==> src/rtl/fetch_queue.sv <==
// Instruction fetch unit: one-outstanding-request memory front end feeding a DEPTH-entry fall-through queue.
// Optional stall counter under FETCH_QUEUE_PERF_EN; requests stop while the queue is full, halted or in error.
module fetch_queue #(
  parameter int unsigned      WIDTH  = 16,
  parameter int unsigned      DEPTH  = 4,
  parameter logic [WIDTH-1:0] RST_PC = '0
) (
  input  logic                     clk,
  input  logic                     rst,
  input  logic                     redirect,
  input  logic [WIDTH-1:0]         redirect_pc,
  input  logic                     halt,
  output logic [WIDTH-1:0]         imem_addr,
  output logic                     imem_rd,
  input  logic [WIDTH-1:0]         imem_data,
  input  logic                     imem_done,
  input  logic                     imem_err,
  output logic                     out_valid,
  input  logic                     out_ready,
  output logic [WIDTH-1:0]         out_instr,
  output logic [WIDTH-1:0]         out_pc_inc,
  output logic [$clog2(DEPTH):0]   count,
  output logic                     err,
  output logic [15:0]              perf_stall_cnt
);

  localparam int unsigned      AW      = $clog2(DEPTH);
  localparam logic [AW:0]      DEPTH_C = (AW+1)'(DEPTH);
  localparam logic [WIDTH-1:0] PC_STEP = WIDTH'(WIDTH / 8);

  typedef enum logic [1:0] {IDLE, REQ, DROP, HALTED} state_t;

  typedef struct packed {
    logic [WIDTH-1:0] instr;
    logic [WIDTH-1:0] pc_inc;
  } entry_t;

  state_t           state;
  state_t           state_nxt;
  logic [WIDTH-1:0] pc;
  logic [WIDTH-1:0] pc_plus;
  logic [AW-1:0]    wr_ptr;
  logic [AW-1:0]    rd_ptr;
  logic [AW:0]      count_q;
  logic             err_q;
  entry_t           q_mem [DEPTH];
  entry_t           head;

  logic issue_ok;
  logic push;
  logic pop;
  logic take_err;

  assign pc_plus  = pc + PC_STEP;
  // A pop in the same cycle does not free a slot for the issue decision.
  assign issue_ok = (state == IDLE) && !halt && !err_q && !redirect && (count_q < DEPTH_C);
  assign push     = (state == REQ) && imem_done && !imem_err && !redirect;
  assign take_err = (state == REQ) && imem_done && imem_err;
  assign pop      = (count_q != '0) && out_ready;

  always_comb begin
    state_nxt = state;
    case (state)
      IDLE: begin
        if (issue_ok) begin
          state_nxt = REQ;
        end else if (redirect && halt) begin
          state_nxt = HALTED;
        end
      end
      REQ: begin
        if (imem_done) begin
          state_nxt = (imem_err || halt) ? HALTED : IDLE;
        end else if (redirect) begin
          state_nxt = DROP;
        end
      end
      // The abandoned request is still in flight; wait for its completion before issuing again.
      DROP: begin
        if (imem_done) begin
          state_nxt = IDLE;
        end
      end
      HALTED: begin
        if (!halt && !err_q) begin
          state_nxt = IDLE;
        end
      end
      default: state_nxt = IDLE;
    endcase
  end

  always_ff @(posedge clk) begin
    if (rst) begin
      state   <= IDLE;
      pc      <= RST_PC;
      wr_ptr  <= '0;
      rd_ptr  <= '0;
      count_q <= '0;
      err_q   <= 1'b0;
    end else begin
      state <= state_nxt;
      if (take_err) begin
        err_q <= 1'b1;
      end
      if (redirect) begin
        pc      <= redirect_pc;
        wr_ptr  <= '0;
        rd_ptr  <= '0;
        count_q <= '0;
      end else begin
        if (push) begin
          wr_ptr <= wr_ptr + 1'b1;
          pc     <= pc_plus;
        end
        if (pop) begin
          rd_ptr <= rd_ptr + 1'b1;
        end
        case ({push, pop})
          2'b10:   count_q <= count_q + 1'b1;
          2'b01:   count_q <= count_q - 1'b1;
          default: ;
        endcase
      end
    end
  end

  always_ff @(posedge clk) begin
    if (push) begin
      q_mem[wr_ptr] <= '{instr: imem_data, pc_inc: pc_plus};
    end
  end

  assign head       = q_mem[rd_ptr];
  assign out_valid  = (count_q != '0);
  assign out_instr  = head.instr;
  assign out_pc_inc = head.pc_inc;
  assign count      = count_q;
  assign err        = err_q;
  assign imem_addr  = pc;
  // Request is raised in the IDLE cycle that decides to issue, so memory sees it one cycle earlier.
  assign imem_rd    = !rst && ((state == REQ) || issue_ok);

`ifdef FETCH_QUEUE_PERF_EN
  logic [15:0] stall_q;

  always_ff @(posedge clk) begin
    if (rst) begin
      stall_q <= '0;
    end else if ((state == REQ) && !imem_done && (stall_q != 16'hFFFF)) begin
      stall_q <= stall_q + 16'd1;
    end
  end

  assign perf_stall_cnt = stall_q;
`else
  assign perf_stall_cnt = '0;
`endif

endmodule

==> config.mk <==
export PLATFORM = sky130hd
export DESIGN_NAME = fetch_queue
export DESIGN_NICKNAME = d
export VERILOG_FILES = /design/src/rtl/fetch_queue.sv
export SDC_FILE = /design/constraint.sdc
export NUM_CORES = 1
export LEC_CHECK = 0
export CAP_MARGIN = 25
export CORE_UTILIZATION = 37
export CTS_BUF_LIST = sky130_fd_sc_hd__clkbuf_16
export CTS_CLUSTER_DIAMETER = 150
export DETAILED_ROUTE_END_ITERATION = 8
export MAX_ROUTING_LAYER = met4
export PLACE_DENSITY = 0.56
export SLEW_MARGIN = 5
export SYNTH_ARGS = -nofsm -noshare
export SYNTH_HDL_FRONTEND = slang
export SYNTH_SLANG_ARGS = --single-unit
==> constraint.sdc <==
create_clock -name clk -period 4.4 [get_ports clk]
set_input_delay 1.32 -clock clk [delete_from_list [all_inputs] [get_ports clk]]
set_output_delay 1.32 -clock clk [all_outputs]
set_load 0.005 [all_outputs]
After elaboration in Yosys (flattened, before gate mapping)
Memories as Yosys holds them, arrays and structs flattened. A register that Yosys moved wholly into a read port is not among the register bits.
Cells that the tools add are included.
{"block": "classes", "addsub": 5, "magnitude_cmp": 1, "n_eq_ne": 9, "mux": 15, "n_reduce_logical": 25}
{"operator": "two-way mux 16 bit", "count": 2}
{"operator": "two-way mux 2 bit", "count": 9}
{"operator": "adder 16 x 2 -> 16 bit, second input constant", "count": 1}
{"operator": "logical AND 1 bit", "count": 12}
{"operator": "one-hot mux 2 bit (4 select lines)", "count": 1}
{"operator": "equality test 2 bit, second input constant", "count": 3}
{"operator": "one-hot mux 3 bit (2 select lines)", "count": 1}
{"operator": "logical NOT 1 bit", "count": 5}
{"operator": "adder 2 x 1 -> 2 bit, second input constant", "count": 2}
{"operator": "equality test 2 x 1 -> 1 bit, second input constant", "count": 2}
{"operator": "!= test 2 bit, second input constant", "count": 2}
{"operator": "AND reduction 4 bit", "count": 1}
{"operator": "nonzero test 2 bit", "count": 2}
{"operator": "adder 3 x 1 -> 3 bit, second input constant", "count": 1}
{"operator": "< comparator 3 bit, second input constant", "count": 1}
{"operator": "!= test 3 x 2 -> 1 bit, second input constant", "count": 1}
{"operator": "!= test 3 bit, second input constant", "count": 1}
{"operator": "nonzero test 3 bit", "count": 1}
{"operator": "subtractor 3 x 1 -> 3 bit, second input constant", "count": 1}
{"operator": "logical NOT 2 bit", "count": 1}
{"operator": "logical OR 1 bit", "count": 2}
{"operator": "two-way mux 1 bit", "count": 2}
{"operator": "OR reduction 2 bit", "count": 1}
{"block": "totals", "reg_bits": 26, "ramBits": 128, "out_inout_bits": 70, "word_cells": 62, "n_memories": 1}
{"memory": "q_mem", "depth": 4, "word_bits": 32, "rd": 1, "rd_ports_with_merged_regs": 1, "write_ports": 1, "line_no": "46", "source": "entry_t q_mem [DEPTH];"}

Longest topological paths before layout
Gate-level depths: netlist (run 1).
{"block": "logic_depth", "word_depth": 7, "depth_mapped": 11}

Worst setup path before layout (run 1)
OpenSTA, ideal clock, no wires.
{"block": "synth_timing", "kind": "input to output", "start": "in rst", "end": "out imem_rd", "t_arrival_ps": 1961, "required_time_ps": 3080, "slack_ps": 1119, "path_stages": 3, "cell_sequence": "clkbuf_1 -> clkbuf_1 -> nor3_1"}
{"block": "synth_between", "elab_chain_len": 2}
{"item": "start: declaration", "line_no": "9", "source": "input logic rst,"}
{"item": "logical NOT 1 bit", "line_no": "142", "source": "assign imem_rd = !rst && ((state == REQ) || issue_ok);"}
{"item": "logical AND 1 bit", "line_no": "142"}
{"item": "end: declaration", "line_no": "14", "source": "output logic imem_rd,"}
Every way passes these cells.

Final worst setup path (run 1)
{"block": "layout_timing", "start": "in halt", "end": "out imem_rd"}
{"block": "layout_between", "elab_chain_len": 7}
{"item": "start: declaration", "line_no": "12", "source": "input logic halt,"}
{"item": "logical NOT 1 bit", "line_no": "56", "source": "assign issue_ok = (state == IDLE) && !halt && !err_q && !redirect && (count_q < DEPTH_C);"}
{"item": "logical AND 1 bit (4 in series)", "line_no": "56"}
{"item": "logical OR 1 bit", "line_no": "142"}
{"item": "logical AND 1 bit", "line_no": "142"}
Every way passes these cells.

==> impl_metrics.toml, run 1 <==
[run_status]
status = "finished clean"

[critical_path]
cp_slowest_cell = "clkdlybuf4s50_1"
critPathMaxFanout = 5
crit_chain = "clkdlybuf4s50_1 -> nor4_1 -> nor2_1 -> nor3_1 -> clkdlybuf4s50_1"
cp.arrival_ns = 2.81
critPathKind = "in -> out"
worstSetupEndpointType = "output pin"
start_kind = "primary input"
crit_top_cell = "clkdlybuf4s50_1"
reg2regPathDepth = 9
worst_path_largest_cell_delay_ns = 0.53
worst_ep_required_time_ns = 3.08

[global_routing]
grt_antenna_before_repair = 0
grt_start_max_net_pins = 22
grt_use_met1_pct = 19.2
grtUsageMet3_pct = 4.23
first_global_vias = 3646
grt.busiest_layer = "met2"
track_usage_pct = 15.4
met2_usage_pct = 23.9
grt_pass1_wl_um = 19800
grt-ovfl-total = 0

[finish]
drive_above_1_share_pct = 17.1
layout_commonest_cell = "edfxtp_1"
nets = 547
final_cell_area_sq_um = 8270
post-route-util_pct = 49.2
areaGrowthSynthToFinish_pct = 28.0
n_antenna_cell = 0
mostFrequentLayoutCells = "edfxtp_1, clkdlybuf4s50_1, mux4_2, nor2_1, dfxtp_1"

[clocking]
clk_path_buf_depth = 2
post_cts_resize_count = 0
path_clk_slew_ns = 0.06
hold_buffers = 0
cts-htree-levels = 4
root_buffer = "clkbuf_16"
worstSkewPairLatency_ns = 0.42
cts_num_sinks = 156
cts_tree = "yes"
cts_setup_buffers = 0
tritoncts.num_buffers = 17

[synth]
synthArstFlopShare_pct = 0
netlist_top_cells_area = "edfxtp_1, mux4_2, dfxtp_1, buf_4, xnor2_1"
synth_area_sq_um = 6460
synth_compound_area_share_pct = 4.22
synth_top_area_cell = "edfxtp_1"
synth.avg_cell_area_sq_um = 16.1
synth_top_area_share_pct = 59.5
synth_mux_area_share_pct = 11.3
syn_inst = 401
ys_seq_elements = 156
synthAdderAreaFrac_pct = 1.47
synth-xor-area-share_pct = 2.98
ys_types = 49
synth_top_family_by_area = "multiplexers"
synthFlopType = "edfxtp_1"
ys_warn_count = 0
ys_seq_area_share_pct = 68.1
synth_edf_count = 128
synth-simple-area-share_pct = 7.65

[job]
max_cap_violations = 0

[timing]
rsz0062_at_grt = "no"
fmaxAchievable_mhz = 242
hold_violations = 0
tightestPinTransition_ns = 0.549
worst_hold_slack_ns = 0.492
finalSetupViolations = 0
relSlewSlack_pct = 63.1
fin_tns_setup_ns = 0
min_period_ns = 4.13
worst_clock_skew_ns = 0.00796
fin_crit_sh_pct = 93.9
drv_slew = 0

[routing]
wl_per_cell_um = 17.5
drc = 0
first_iter_violations = 163
ant_nets = 0
firstDrtPassIters = 4
vias_per_cell = 5.01
routed_wl_um = 12800
vias = 3680

[power_and_ir_drop]
p_int_mw = 2.65
powerDensity_nw_per_um2 = 401
power.share.sequential_pct = 49.6
power_frac_comb_pct = 4.9
power.leakage_nw = 2.66
p_switching_uw = 663
pwr-share-clk_pct = 45.5
switching_share_pct = 20.0
vdd_drop_max_v = 0.000305

[placed_design]
postPlaceCellArea_sq_um = 7650
place.gp.congestion = 0.738
dp_hpwl_um = 8640
io_buffers = 92

[die]
die_area_sq_um = 18000
dieWidth_um = 134
fp.coreArea_sq_um = 16800
io_pins = 109
rows = 47
start_util_pct = 38.4
die_h_um = 134

[hold_path]
hold_path.class = "reg -> reg"
hold_depth = 2
## power groups by stage
stage          clock network (mW)  registers (mW)  logic (mW)
2_1_floorplan                   0            1.66      0.0883
3_3_place_gp                    0            1.67       0.159
3_5_place_dp                    0            1.68       0.163
4_1_cts                      1.54            1.64       0.164
5_1_grt                      1.60            1.65       0.177
6_report                     1.51            1.64       0.163
## path summary, 6_finish.rpt
| kind | startpoint | endpoint | slack [ns] |
|---|---|---|---|
| max | halt | imem_rd | 0.27 |
| min | wr_ptr[0]$_SDFFE_PP0P_ | wr_ptr[0]$_SDFFE_PP0P_ | 0.49 |
| max reg2reg | state[1]$_SDFFE_PP0P_ | count[2]$_SDFFE_PP0P_ | 2.16 |
| min reg2reg | wr_ptr[0]$_SDFFE_PP0P_ | wr_ptr[0]$_SDFFE_PP0P_ | 0.49 |
## synthesized netlist by cell type (2+ instances only)
master,instances
xnor2_1,14
xor2_1,8
buf_1,2
buf_2,6
inv_1,15
nand3_1,6
a311oi_1,7
nor3_1,7
a41oi_1,2
ha_1,6
edfxtp_1,128
a21oi_1,7
dfxtp_1,28
buf_4,17
and3_1,5
nand2b_1,2
nand4_1,3
nand2_1,17
or3_1,6
clkbuf_1,13
o21ai_0,9
mux4_2,32
nor2_1,27
nor4_1,5
a211oi_1,5
## flip-flops by register name (all words and copies together), names as in the netlist, named ones only
register	cells
rd_ptr	2
count	3
err	1
state	2
wr_ptr	2
imem_addr	16
q_mem	128
## layer usage
layer | wire, um | vias to the layer above
met2 | 6180 | 101
met4 | 138 | 0
li1 | - | 1736
met5 | 0 | -
met1 | 5800 | 1831
met3 | 715 | 12
## final cells by class
class | count | area (sq um)
Timing Repair Buffer | 104 | 1060
Clock inverter | 15 | 196
Inverter | 15 | 56.3
Multi-Input combinational cell | 207 | 1850
Clock buffer | 17 | 425
Sequential cell | 156 | 4410
Fill cell | 1467 | 8550
Tap cell | 220 | 275
## logic make-up (layout without fill, tap and decap cells)
family,count (synthesis),count (layout)
xor gates and xnor gates,22,22
muxes,33,33
buffers and inverters,53,151
adders and majority gates,7,7
DFF,156,156
and+or+nand+nor,90,90
other,1,16
AOI/OAI and AO/OA,39,39
## through the flow
step           worst slack (ns)  power [mW]  cells
2_1_floorplan              1.12        1.75    416
3_3_place_gp              0.271        1.83    702
3_5_place_dp              0.261        1.84    702
4_1_cts                   0.243        3.35    734
5_1_grt                   0.172        3.43    734
6_report                  0.267        3.32    734
## critical path, delay by kind of cell
| family | cells | cell delay, ns |
|---|---|---|
| buffers and inverters | 2 | 1.01 |
| AND/OR/NAND/NOR | 3 | 0.49 |
No activity file was read; power rests on OpenSTA's default activity.
==> inputs of run 2 (changes only) <==
--- a/config.mk
+++ b/config.mk
@@ -5,7 +5,7 @@
 export SDC_FILE = /design/constraint.sdc
 export NUM_CORES = 1
 export LEC_CHECK = 0
-export CAP_MARGIN = 25
+export CAP_MARGIN = 10
 export CORE_UTILIZATION = 37
 export CTS_BUF_LIST = sky130_fd_sc_hd__clkbuf_16
 export CTS_CLUSTER_DIAMETER = 150
==> results of run 2 <==
No change in the layout: final DEF, timing and power equal those of run 1.
